**config.mk**
```make
export PLATFORM = sky130hd
export DESIGN_NAME = led_trail_pwm
export DESIGN_NICKNAME = d
export VERILOG_FILES = /design/src/rtl/led_trail_pwm_pkg.sv /design/src/rtl/led_trail_pwm_ch.sv /design/src/rtl/led_trail_pwm.sv
export SDC_FILE = /design/constraint.sdc
export NUM_CORES = 1
export LEC_CHECK = 0
export CAP_MARGIN = 20
export CORE_MARGIN = 2
export CORE_UTILIZATION = 53
export DETAILED_ROUTE_END_ITERATION = 6
export PLACE_DENSITY = 0.73
export SYNTH_ARGS = -nofsm -noshare
export SYNTH_HDL_FRONTEND = slang
export SYNTH_SLANG_ARGS = --single-unit
```
**constraint.sdc**
```tcl
create_clock -name clk -period 3.68 [get_ports clk]
set_input_delay 0.736 -clock clk [delete_from_list [all_inputs] [get_ports clk]]
set_output_delay 0.736 -clock clk [all_outputs]
set_load 0.01 [all_outputs]
```
**src/rtl/led_trail_pwm_pkg.sv**
```systemverilog
// Shared defaults and brightness-range helper for the LED trail PWM block.
package led_trail_pwm_pkg;

    localparam int DEF_N_LED      = 8;
    localparam int DEF_PWM_BITS   = 8;
    localparam int DEF_DECAY_STEP = 32;

    // Full-scale brightness level for a given PWM resolution.
    function automatic int lvl_max(input int pwm_bits);
        return (1 << pwm_bits) - 1;
    endfunction

endpackage

```
**src/rtl/led_trail_pwm_ch.sv**
```systemverilog
// One LED channel: afterglow level register with saturating decay and a registered PWM compare.
module led_trail_ch
    import led_trail_pwm_pkg::*;
#(
    parameter int PWM_BITS   = DEF_PWM_BITS,
    parameter int DECAY_STEP = DEF_DECAY_STEP
) (
    input  logic                clk,
    input  logic                rstn,
    input  logic                en,
    input  logic                tick,
    input  logic                led_in,
    input  logic [PWM_BITS-1:0] pwm_cnt,
    output logic                led_out
);

    localparam logic [PWM_BITS-1:0] LVL_MAX = PWM_BITS'(lvl_max(PWM_BITS));

    logic [PWM_BITS-1:0] level_reg;
    logic [PWM_BITS-1:0] level_next;
    logic [PWM_BITS-1:0] level_dec;
    logic [31:0]         level_wide;
    logic                led_out_reg;

    // Decrement is done at 32 bits so a step larger than the level range still floors at 0.
    assign level_wide = 32'(level_reg);

    always_comb begin
        level_dec = '0;
        if (level_wide > 32'(DECAY_STEP)) begin
            level_dec = PWM_BITS'(level_wide - 32'(DECAY_STEP));
        end
    end

    always_comb begin
        level_next = level_reg;
        if (!en) begin
            level_next = '0;
        end else if (led_in) begin
            level_next = LVL_MAX;
        end else if (tick) begin
            level_next = level_dec;
        end
    end

    // Compare uses the pre-update level, giving two cycles from led_in to led_out.
    always_ff @(posedge clk or negedge rstn) begin
        if (!rstn) begin
            level_reg   <= '0;
            led_out_reg <= 1'b0;
        end else begin
            level_reg   <= level_next;
            led_out_reg <= en && (pwm_cnt < level_reg);
        end
    end

    assign led_out = led_out_reg;

endmodule

```
**src/rtl/led_trail_pwm.sv**
```systemverilog
// LED afterglow dimmer: shared PWM counter and decay prescaler driving N_LED trail channels.
module led_trail_pwm
    import led_trail_pwm_pkg::*;
#(
    parameter int N_LED      = DEF_N_LED,
    parameter int PWM_BITS   = DEF_PWM_BITS,
    parameter int DECAY_STEP = DEF_DECAY_STEP
) (
    input  logic             clk,
    input  logic             rstn,
    input  logic [N_LED-1:0] led_in,
    input  logic             en,
    input  logic [15:0]      decay_div,
    output logic [N_LED-1:0] led_out
);

    localparam logic [PWM_BITS-1:0] LVL_MAX  = PWM_BITS'(lvl_max(PWM_BITS));
    localparam logic [PWM_BITS-1:0] CNT_LAST = LVL_MAX - PWM_BITS'(1);

    logic [PWM_BITS-1:0] pwm_cnt_reg;
    logic [PWM_BITS-1:0] pwm_cnt_next;
    logic [15:0]         presc_reg;
    logic [15:0]         presc_next;
    logic [15:0]         presc_last;
    logic                tick;

    // A divider of 0 behaves as 1; ">=" makes a lowered divider tick on the very next edge.
    assign presc_last = (decay_div == 16'd0) ? 16'd0 : decay_div - 16'd1;
    assign tick       = en && (presc_reg >= presc_last);

    always_comb begin
        pwm_cnt_next = pwm_cnt_reg + PWM_BITS'(1);
        if (!en || (pwm_cnt_reg >= CNT_LAST)) begin
            pwm_cnt_next = '0;
        end
        presc_next = presc_reg + 16'd1;
        if (!en || tick) begin
            presc_next = '0;
        end
    end

    always_ff @(posedge clk or negedge rstn) begin
        if (!rstn) begin
            pwm_cnt_reg <= '0;
            presc_reg   <= '0;
        end else begin
            pwm_cnt_reg <= pwm_cnt_next;
            presc_reg   <= presc_next;
        end
    end

    for (genvar gi = 0; gi < N_LED; gi++) begin : g_ch
        led_trail_ch #(
            .PWM_BITS  (PWM_BITS),
            .DECAY_STEP(DECAY_STEP)
        ) u_ch (
            .clk    (clk),
            .rstn   (rstn),
            .en     (en),
            .tick   (tick),
            .led_in (led_in[gi]),
            .pwm_cnt(pwm_cnt_reg),
            .led_out(led_out[gi])
        );
    end

endmodule

```
**Word level (Yosys, flattened, before mapping)**

Index checks and enable logic that the tools add are counted.

- Register bits: 96
- Bits in latches: 0
- Memory bits (writable): 0
- Bits in read-only memories: 0
- Bits of input ports: 27
- Output and inout port bits: 8
- Logic and storage cells: 103
- Memories: 0

- Add/subtract/negate cells: 11
- Multiply operators: 0
- Div/mod/pow operators: 0
- Magnitude comparators: 18
- Eq/ne operators: 8
- Shift operators: 0
- Mux-type cells: 35
- Bitwise operators: 0
- Reduce and logical (&&, ||, !) cells: 13

Operator list:

| kind | count |
|---|---|
| $mux W8 | 33 |
| $gt A8 B6 Y1 const B | 8 |
| $lt A8 B8 Y1 | 8 |
| $sub A8 B6 Y8 const B | 8 |
| $mux W16 | 2 |
| $ne A3 B2 Y1 const B | 8 |
| $add A16 B1 Y16 const B | 1 |
| $ge A16 B16 Y1 | 1 |
| $logic_not A16 Y1 | 1 |
| $sub A16 B1 Y16 const B | 1 |
| $logic_and A1 B1 Y1 | 9 |
| $add A8 B1 Y8 const B | 1 |
| $ge A8 B8 Y1 const B | 1 |
| $logic_or A1 B1 Y1 | 2 |
| $logic_not A1 Y1 | 1 |

**Logic depth before layout (Yosys ltp)**

Gate-level depths: netlist (run 1).

- Word-level depth: 7
- Mapped depth: 15
- Depth with buffers taken out: 13

**Modules after synthesis**

Synthesis (run 1) repeated with hierarchy kept, for this count alone.

- Cell total of the unflattened synthesis: 512
- Area, all modules: 5,029.8 µm²

By module, submodules not included:

| module | instances | cells an instance | area an instance (µm²) | seq. area each (µm²) |
|---|---|---|---|---|
| led_trail_ch | 8 | 38 | 391.6 | 125.1 |
| led_trail_pwm | 1 | 208 | 1,896.8 | 600.6 |

**Least setup slack after synthesis (run 1)**

OpenSTA, ideal clock, no wires.

- Path kind: input to register
- Start: input port decay_div[9]
- End: register g_ch[2].u_ch.level_reg[5]
- Setup time: 0.082 ns
- Arrival: 4.438 ns
- Data required time: 3.598 ns
- Path slack: -0.839 ns
- Stages: 15
- Buffers on the path: 3
- Path through: or4_4 or3_4 or4_1 or3_4 buf_6 nand2_1 ha_1 a211o_1 a31oi_1 o31ai_1 a211oi_1 clkbuf_1 clkbuf_1 nand2_1 a31oi_1

- Cells in the longest elaborated chain, start to end: 5
- Elaborated cells on any way between the ends: 6
- Classes of those cells: 1 x add/sub; 1 x order compare; 1 x eq/ne; 1 x mux; 2 x reduce/logical

Ends and longest elaborated chain:

| item | line | RTL |
|---|---|---|
| from (decl) | led_trail_pwm.sv:13 | `input logic [15:0] decay_div,` |
| $sub A16 B1 Y16 / $logic_not A16 Y1 (equally long branches) | led_trail_pwm.sv:28 | `assign presc_last = (decay_div == 16'd0) ? 16'd0 : decay_div - 16'd1;` |
| $mux W16 (*) | led_trail_pwm.sv:28 |  |
| $ge A16 B16 Y1 (*) | led_trail_pwm.sv:29 | `assign tick = en && (presc_reg >= presc_last);` |
| $logic_and A1 B1 Y1 (*) | led_trail_pwm.sv:29 |  |
| $ne A3 B2 Y1 (no line) (*) | -- |  |
| to (signal assigned) | led_trail_pwm_ch.sv:52 | `level_reg <= level_next;` |
| to (decl) | led_trail_pwm_ch.sv:19 | `logic [PWM_BITS-1:0] level_reg;` |

Mark *: on every way between the ends. The rest lies on a longest branch, timed or not.
A chain may end at the register's enable or synchronous reset.

**Worst setup path in the final report (run 1)**

- Start: input port decay_div[9]
- End: register g_ch[3].u_ch.level_reg[5]

- Cells in the longest elaborated chain, start to end: 5
- Elaborated cells on any way between the ends: 6
- Classes of those cells: 1 x add/sub; 1 x order compare; 1 x eq/ne; 1 x mux; 2 x reduce/logical

Ends and longest elaborated chain:

| item | line |
|---|---|
| $sub A16 B1 Y16 / $logic_not A16 Y1 (equally long branches) | led_trail_pwm.sv:28 |
| $mux W16 (*) | led_trail_pwm.sv:28 |
| $ge A16 B16 Y1 (*) | led_trail_pwm.sv:29 |
| $logic_and A1 B1 Y1 (*) | led_trail_pwm.sv:29 |
| $ne A3 B2 Y1 (no line) (*) | -- |
| to (signal assigned) | led_trail_pwm_ch.sv:52 |
| to (decl) | led_trail_pwm_ch.sv:19 |

Marked as above.

==> flow_metrics.tcl, run 1 <==
set metrics [dict create \
    hold_class "flip-flop to flip-flop" \
    gp_congestion 0.855 \
    cts-buffers-inserted 9 \
    fin_crit_ns 4.15 \
    syn-num-nets 659 \
    crit_slowest_cell "or4_4" \
    cts-root-buf "clkbuf_8" \
    synth_cell_types 41 \
    period_share_pct 113 \
    grt_antenna_before_repair 0 \
    r2r_start "presc_reg[2]" \
    cp-start-kind "input pin" \
    layout-drive-gt1-share_pct 22.3 \
    overflow 0 \
    drt_pass1_iterations 5 \
    row_count 35 \
    fin_tns_setup_ns -18.27 \
    worst_pin_slew_ns 0.824 \
    initial_core_util_pct 53.9 \
    final_antenna_net_count 0 \
    yosysWarnings 0 \
    ys_seq_area_share_pct 32.5 \
    avgSynthCellArea_um2 9.02 \
    portBuffers 34 \
    grt_usage_pct 27.7 \
    skew_ns 0.00991 \
    fin_area_um2 6490 \
    max_stage_delay_ns 0.53 \
    nets 737 \
    required_ns 3.90 \
    critical_path_cell_count 15 \
    cts_tree "done" \
    die_area_um2 10100 \
    maxCapViolations 0 \
    grt_pass1_wl_mm 21.8 \
    status "finished with violations" \
    num_antenna_cells 0 \
    dp_cells 705 \
    power_mw 1.83 \
    syn_inst 547 \
    cts_sinks 64 \
    worstReg2RegEnd "g_ch[3].u_ch.level_reg[5]" \
    reg2reg_depth 9 \
    largest_reg_flops 32 \
    grt_setup_unrepaired "yes" \
    finalWorstSetupSlack_ns -0.474 \
    setup_viol 48 \
    endpoint_kind "flip-flop" \
    core_um2 9150 \
    clock_path_buffers 2 \
    critPathArrivalTime_ns 4.37 \
    r2r_slack_ns 1.24 \
    post-route-util_pct 70.9 \
    fmax_mhz 241 \
    endpoint "g_ch[3].u_ch.level_reg[5]" \
    routedWlPerCell_um 18.3 \
    dp_slack_ns -1.19 \
    power.leakage_nw 3.01 \
    hold_viol 0 \
    grt_max_degree 65 \
    dpl_cell_area_um2 5610 \
    post-dp-hpwl_mm 8.41 \
    drv_slew 0 \
    synth_seq_cells 64 \
    die_w_um 100 \
    vias_per_cell 6.12 \
    die_h_um 100 \
    stdcell_count 740 \
    cts.htree.levels 3 \
    syn_area_um2 4930 \
    drc_errors 0 \
    first_iter_violations 355 \
    worst-path-buf-inv 3 \
    max_slew_margin_pct 45.0 \
    via_count 4531 \
    p_per_area_nw_per_um2 283 \
    grt_pass1_vias 4582 \
    worstPathCellList "buf_6 -> or4_4 -> or3_4 -> or4_4 -> or3_4 -> nand2_4 -> ha_4 -> a211o_1 -> a31oi_4 -> o31ai_4 -> buf_4 -> a211o_4 -> buf_6 -> o211ai_1 -> a31oi_2" \
    finalWirelength_mm 13.5 \
    syn_to_final_growth_pct 31.4 \
    path_class "input pin to flip-flop" \
    clk_pin_slew_ns 0.07 \
    violations "negative setup slack" \
    hold_slack_ns 0.552 \
    startpoint "decay_div[9]" \
    path_max_fanout 6 \
    cts_hold_buf 0 \
    path_delay_family "simple AND/OR/NAND/NOR gates" \
    boundaryPins 35 \
    ir_worst_vdd_uv 180 \
    clkLatencyLatePin_ns 0.35 \
]
[how the worst min path moves through the flow]
stage | start | endpoint | slack, ns | depth (start not counted)
final | presc_reg[0] | presc_reg[0] | 0.55 | 1
after global routing | presc_reg[0] | presc_reg[0] | 0.58 | 1
after floorplan | rstn | g_ch[0].u_ch.led_out | 0.44 | 0
after CTS | presc_reg[0] | presc_reg[0] | 0.53 | 1
after detailed placement | presc_reg[0] | presc_reg[0] | 0.52 | 1
after global placement | presc_reg[0] | presc_reg[0] | 0.51 | 1
[report_power, final]
group	internal (mW)	switching (mW)	leakage, nW
Combinational	0.207	0.220	2.10
Sequential	0.743	0.0480	0.819
Clock	0.327	0.288	0.0925
[layer usage]
metal  track usage [%]  share of wire [%]  vias to the layer above
met2              46.1                 49                      128
li1                  -                  -                     2140
met5                 0                  0                        -
met1              35.0                 44                     2233
met4              10.3                2.2                        0
met3              6.66                4.7                       30
[layout make-up]
cell class	instances	area [um2]
multi-input combinational	416	3540
clock buffer	12	145
sequential	64	1600
inverter	46	173
timing repair buffer	88	850
tap	111	139
fill	660	2670
clock inverter	3	42.5
[cell usage in the layout (no fill, tap or decap), types with 14 or more instances in the layout]
master / instances
nor2_1: 27
clkdlybuf4s50_1: 29
a31oi_1: 15
xor2_1: 21
ha_1: 81
a21o_1: 24
a21oi_1: 14
o21ai_0: 25
nand2_1: 33
dfrtp_1: 64
buf_4: 34
inv_1: 45
buf_6: 17
[cell families after synthesis]
family / Yosys count / share of synthesized area, %
AO/OA/AOI/OAI: 135 / 17.5
XOR/XNOR: 31 / 5.50
adder cells (fa/ha/maj): 85 / 21.6
buffers and inverters: 68 / 5.93
flip-flops: 64 / 32.5
multiplexers: 2 / 0.431
AND/OR/NAND/NOR: 162 / 16.6
[cells in the mapped netlist, drive strengths merged]
cell | n | area (um2)
ha | 85 | 1060
dfrtp | 64 | 1600
inv | 45 | 169
nor2 | 43 | 161
nand2 | 39 | 146
a31oi | 28 | 175
a21oi | 27 | 135
o21ai | 26 | 130
a21o | 24 | 180
xor2 | 21 | 184
or3 | 14 | 97.6
clkbuf | 13 | 48.8
a211oi | 11 | 82.6
nor4 | 11 | 68.8
nand3 | 10 | 50.1
or4 | 10 | 78.8
xnor2 | 10 | 87.6
buf | 9 | 71.3
nand2b | 9 | 56.3
and2 | 8 | 51.3
o311ai | 8 | 70.1
and3 | 6 | 37.5
nor3 | 6 | 30.0
nand4 | 3 | 18.8
o211ai | 3 | 22.5
a211o | 2 | 17.5
o31a | 2 | 17.5
a41oi | 1 | 8.76
clkinv | 1 | 3.75
mux2 | 1 | 11.3
mux2i | 1 | 10.0
nand3b | 1 | 7.51
nor4b | 1 | 8.76
o2111ai | 1 | 8.76
o21a | 1 | 7.51
o31ai | 1 | 7.51
or2b | 1 | 7.51
[repair_timing]
action | in CTS | in global routing
setup endpoints to repair | 48 | 48
gates resized for setup | 72 | 47
buffers inserted | 15 | 4
pin swaps | 51 | 33
gates cloned | 5 | 0
Power figures use the tool's default switching activity.
==> inputs of run 2 (changes only) <==
--- a/config.mk
+++ b/config.mk
@@ -6,7 +6,6 @@
 export NUM_CORES = 1
 export LEC_CHECK = 0
 export CAP_MARGIN = 20
-export CORE_MARGIN = 2
 export CORE_UTILIZATION = 53
 export DETAILED_ROUTE_END_ITERATION = 6
 export PLACE_DENSITY = 0.73
==> constraint.sdc (replaced) <==
create_clock -name clk -period 5.2 [get_ports clk]
set_input_delay 1.04 -clock clk [delete_from_list [all_inputs] [get_ports clk]]
set_output_delay 1.04 -clock clk [all_outputs]
set_load 0.01 [all_outputs]
==> run 2 against run 1 <==
Effect of this change:
- the flow now finishes without violations
- total power shrank 30%
- setup slack gained 0.80 ns
- routed wire length shrank 18%
- design area shrank 14%
- first-iteration DRC count shrank 55%
- highest routed layer unchanged
- register-to-register slack gained 1.7 ns
- clock power shrank 21%
- core utilization shrank 7.5 points
- sequential cell count is the same
- combinational power shrank 43%
- clock skew grew 0.00084 ns
- global-route usage shrank 3.4 points
==> flow_metrics.tcl, run 2 (synthesis gave the netlist of run 1 again) <==
set metrics [dict create \
    cts_hold_buf 0 \
    clk_pin_slew_ns 0.07 \
    vias_per_cell 5.98 \
    drc_errors 0 \
    post-cts-setup-buffers 0 \
    initial_core_util_pct 55.8 \
    power_mw 1.28 \
    grt_pass1_wl_mm 18.9 \
    row_count 34 \
    final_antenna_net_count 0 \
    cts-buffers-inserted 9 \
    multiInputGateArea_um2 3050 \
    finalWirelength_mm 11.1 \
    critPathArrivalTime_ns 5.14 \
    boundaryPins 35 \
    max_slew_margin_pct 45.5 \
    cts-root-buf "clkbuf_8" \
    grt_max_degree 65 \
    n_fill_cell 758 \
    fin_tns_setup_ns 0 \
    clkLatencyLatePin_ns 0.35 \
    core_um2 8850 \
    final_cell_mix "ha_1, dfrtp_1, inv_1" \
    layout-drive-gt1-share_pct 5.80 \
    overflow 0 \
    p_per_area_nw_per_um2 229 \
    via_count 4147 \
    worst_pin_slew_ns 0.818 \
    required_ns 5.46 \
    post-dp-hpwl_mm 8.15 \
    power.leakage_nw 2.74 \
    hold_class "flip-flop to flip-flop" \
    ir_worst_vdd_uv 103 \
    num_antenna_cells 0 \
    drt_pass1_iterations 6 \
    dp_slack_ns -0.0110 \
    layout_commonest_cell "ha_1" \
    period_share_pct 93.7 \
    clock_path_buffers 2 \
    grt_antenna_before_repair 0 \
    portBuffers 34 \
    gp_congestion 0.892 \
    cts_repair_resize_count 0 \
    grt_setup_unrepaired "no" \
    cts_sinks 64 \
    grt_pass1_vias 4119 \
    cts.htree.levels 3 \
    endpoint_kind "flip-flop" \
    fmax_mhz 205 \
    routedWlPerCell_um 15.9 \
    finalWorstSetupSlack_ns 0.326 \
    path_max_fanout 31 \
    status "finished, final reports clean" \
    cts_tree "done" \
    skew_ns 0.0107 \
    die_w_um 98.5 \
    path_class "input pin to flip-flop" \
    die_area_um2 9700 \
    drv_slew 0 \
    maxCapViolations 0 \
    grt_usage_pct 24.2 \
    setup_viol 0 \
    first_iter_violations 159 \
    syn_to_final_growth_pct 13.6 \
    fin_crit_ns 4.87 \
    largest_reg_flops 32 \
    hold_viol 0 \
    seq_area_um2 1600 \
    nets 693 \
    post-route-util_pct 63.3 \
    cp-start-kind "input pin" \
    die_h_um 98.5 \
]
run 2: cell types whose count changed in the layout (fill, tap and decap cells not counted), moves of 10 or more:
cell / previous run / this run
buf_4: 34 / 10
a31oi_1: 15 / 28
a21oi_2: 13 / 0
nor2_4: 10 / 0
a21oi_1: 14 / 27
nor2_1: 27 / 43
buf_6: 17 / 0
a31oi_4: 10 / 0
run 2: metrics by stage:
step	instances	cell area, um2	hold slack, ns
floorplan	547	4930	0.469
global placement	678	5390	0.511
detailed placement	678	5390	0.508
CTS	694	5610	0.518
global route	694	5610	0.551
finish	694	5610	0.516
run 2: layer usage:
metal	vias up	part of all wire (%)	GRT usage, %	wire [um]
met1	2018	48	31.8	5290
li1	2035	-	-	-
met2	78	47	40.6	5250
met4	0	1.5	9.30	171
met3	16	3.2	3.62	350
met5	-	0	0	0
run 2: path summary, 6_finish.rpt:
check                      slack, ns  depth (start not counted)          from                   endpoint
max                             0.33                         14  decay_div[9]  g_ch[2].u_ch.level_reg[6]
min in group asynchronous       0.88                          2          rstn       g_ch[5].u_ch.led_out
max in group asynchronous       3.80                          2          rstn              presc_reg[15]
min reg2reg                     0.52                          1  presc_reg[0]               presc_reg[0]
max reg2reg                     2.92                          9  presc_reg[2]               presc_reg[9]
min                             0.52                          1  presc_reg[0]               presc_reg[0]
run 2: report_power, final:
| group | switching [mW] | internal [mW] |
|---|---|---|
| registers | 0.0293 | 0.526 |
| logic | 0.124 | 0.120 |
| clock network | 0.205 | 0.280 |
| total | 0.358 | 0.926 |
run 2: final cells by class:
type	count	area share, %
clock buffer	10	2.46
clock inverter	6	1.47
inverter	46	3.08
multi-input combinational	415	54.3
sequential	64	28.6
tap	108	2.41
timing repair buffer	45	7.68
run 2: critical path, stage by stage:
cell and delay, ns:
clkdlybuf4s50_1 0.45, or4_4 0.57, or3_4 0.36, or4_1 0.44, or3_4 0.38, and2_2 0.21, ha_1 0.26, nand2b_1 0.09
a31oi_1 0.08, o31ai_1 0.40, a211oi_2 0.16, buf_12 0.19, or3_1 0.35, a31oi_1 0.18
==> inputs of run 3 (changes only) <==
--- a/config.mk
+++ b/config.mk
@@ -8,6 +8,7 @@
 export CAP_MARGIN = 20
 export CORE_UTILIZATION = 53
 export DETAILED_ROUTE_END_ITERATION = 6
+export HOLD_SLACK_MARGIN = 0.02
 export PLACE_DENSITY = 0.73
 export SYNTH_ARGS = -nofsm -noshare
 export SYNTH_HDL_FRONTEND = slang
==> results of run 3 <==
Final layout, timing and power as in run 2 (identical DEF).
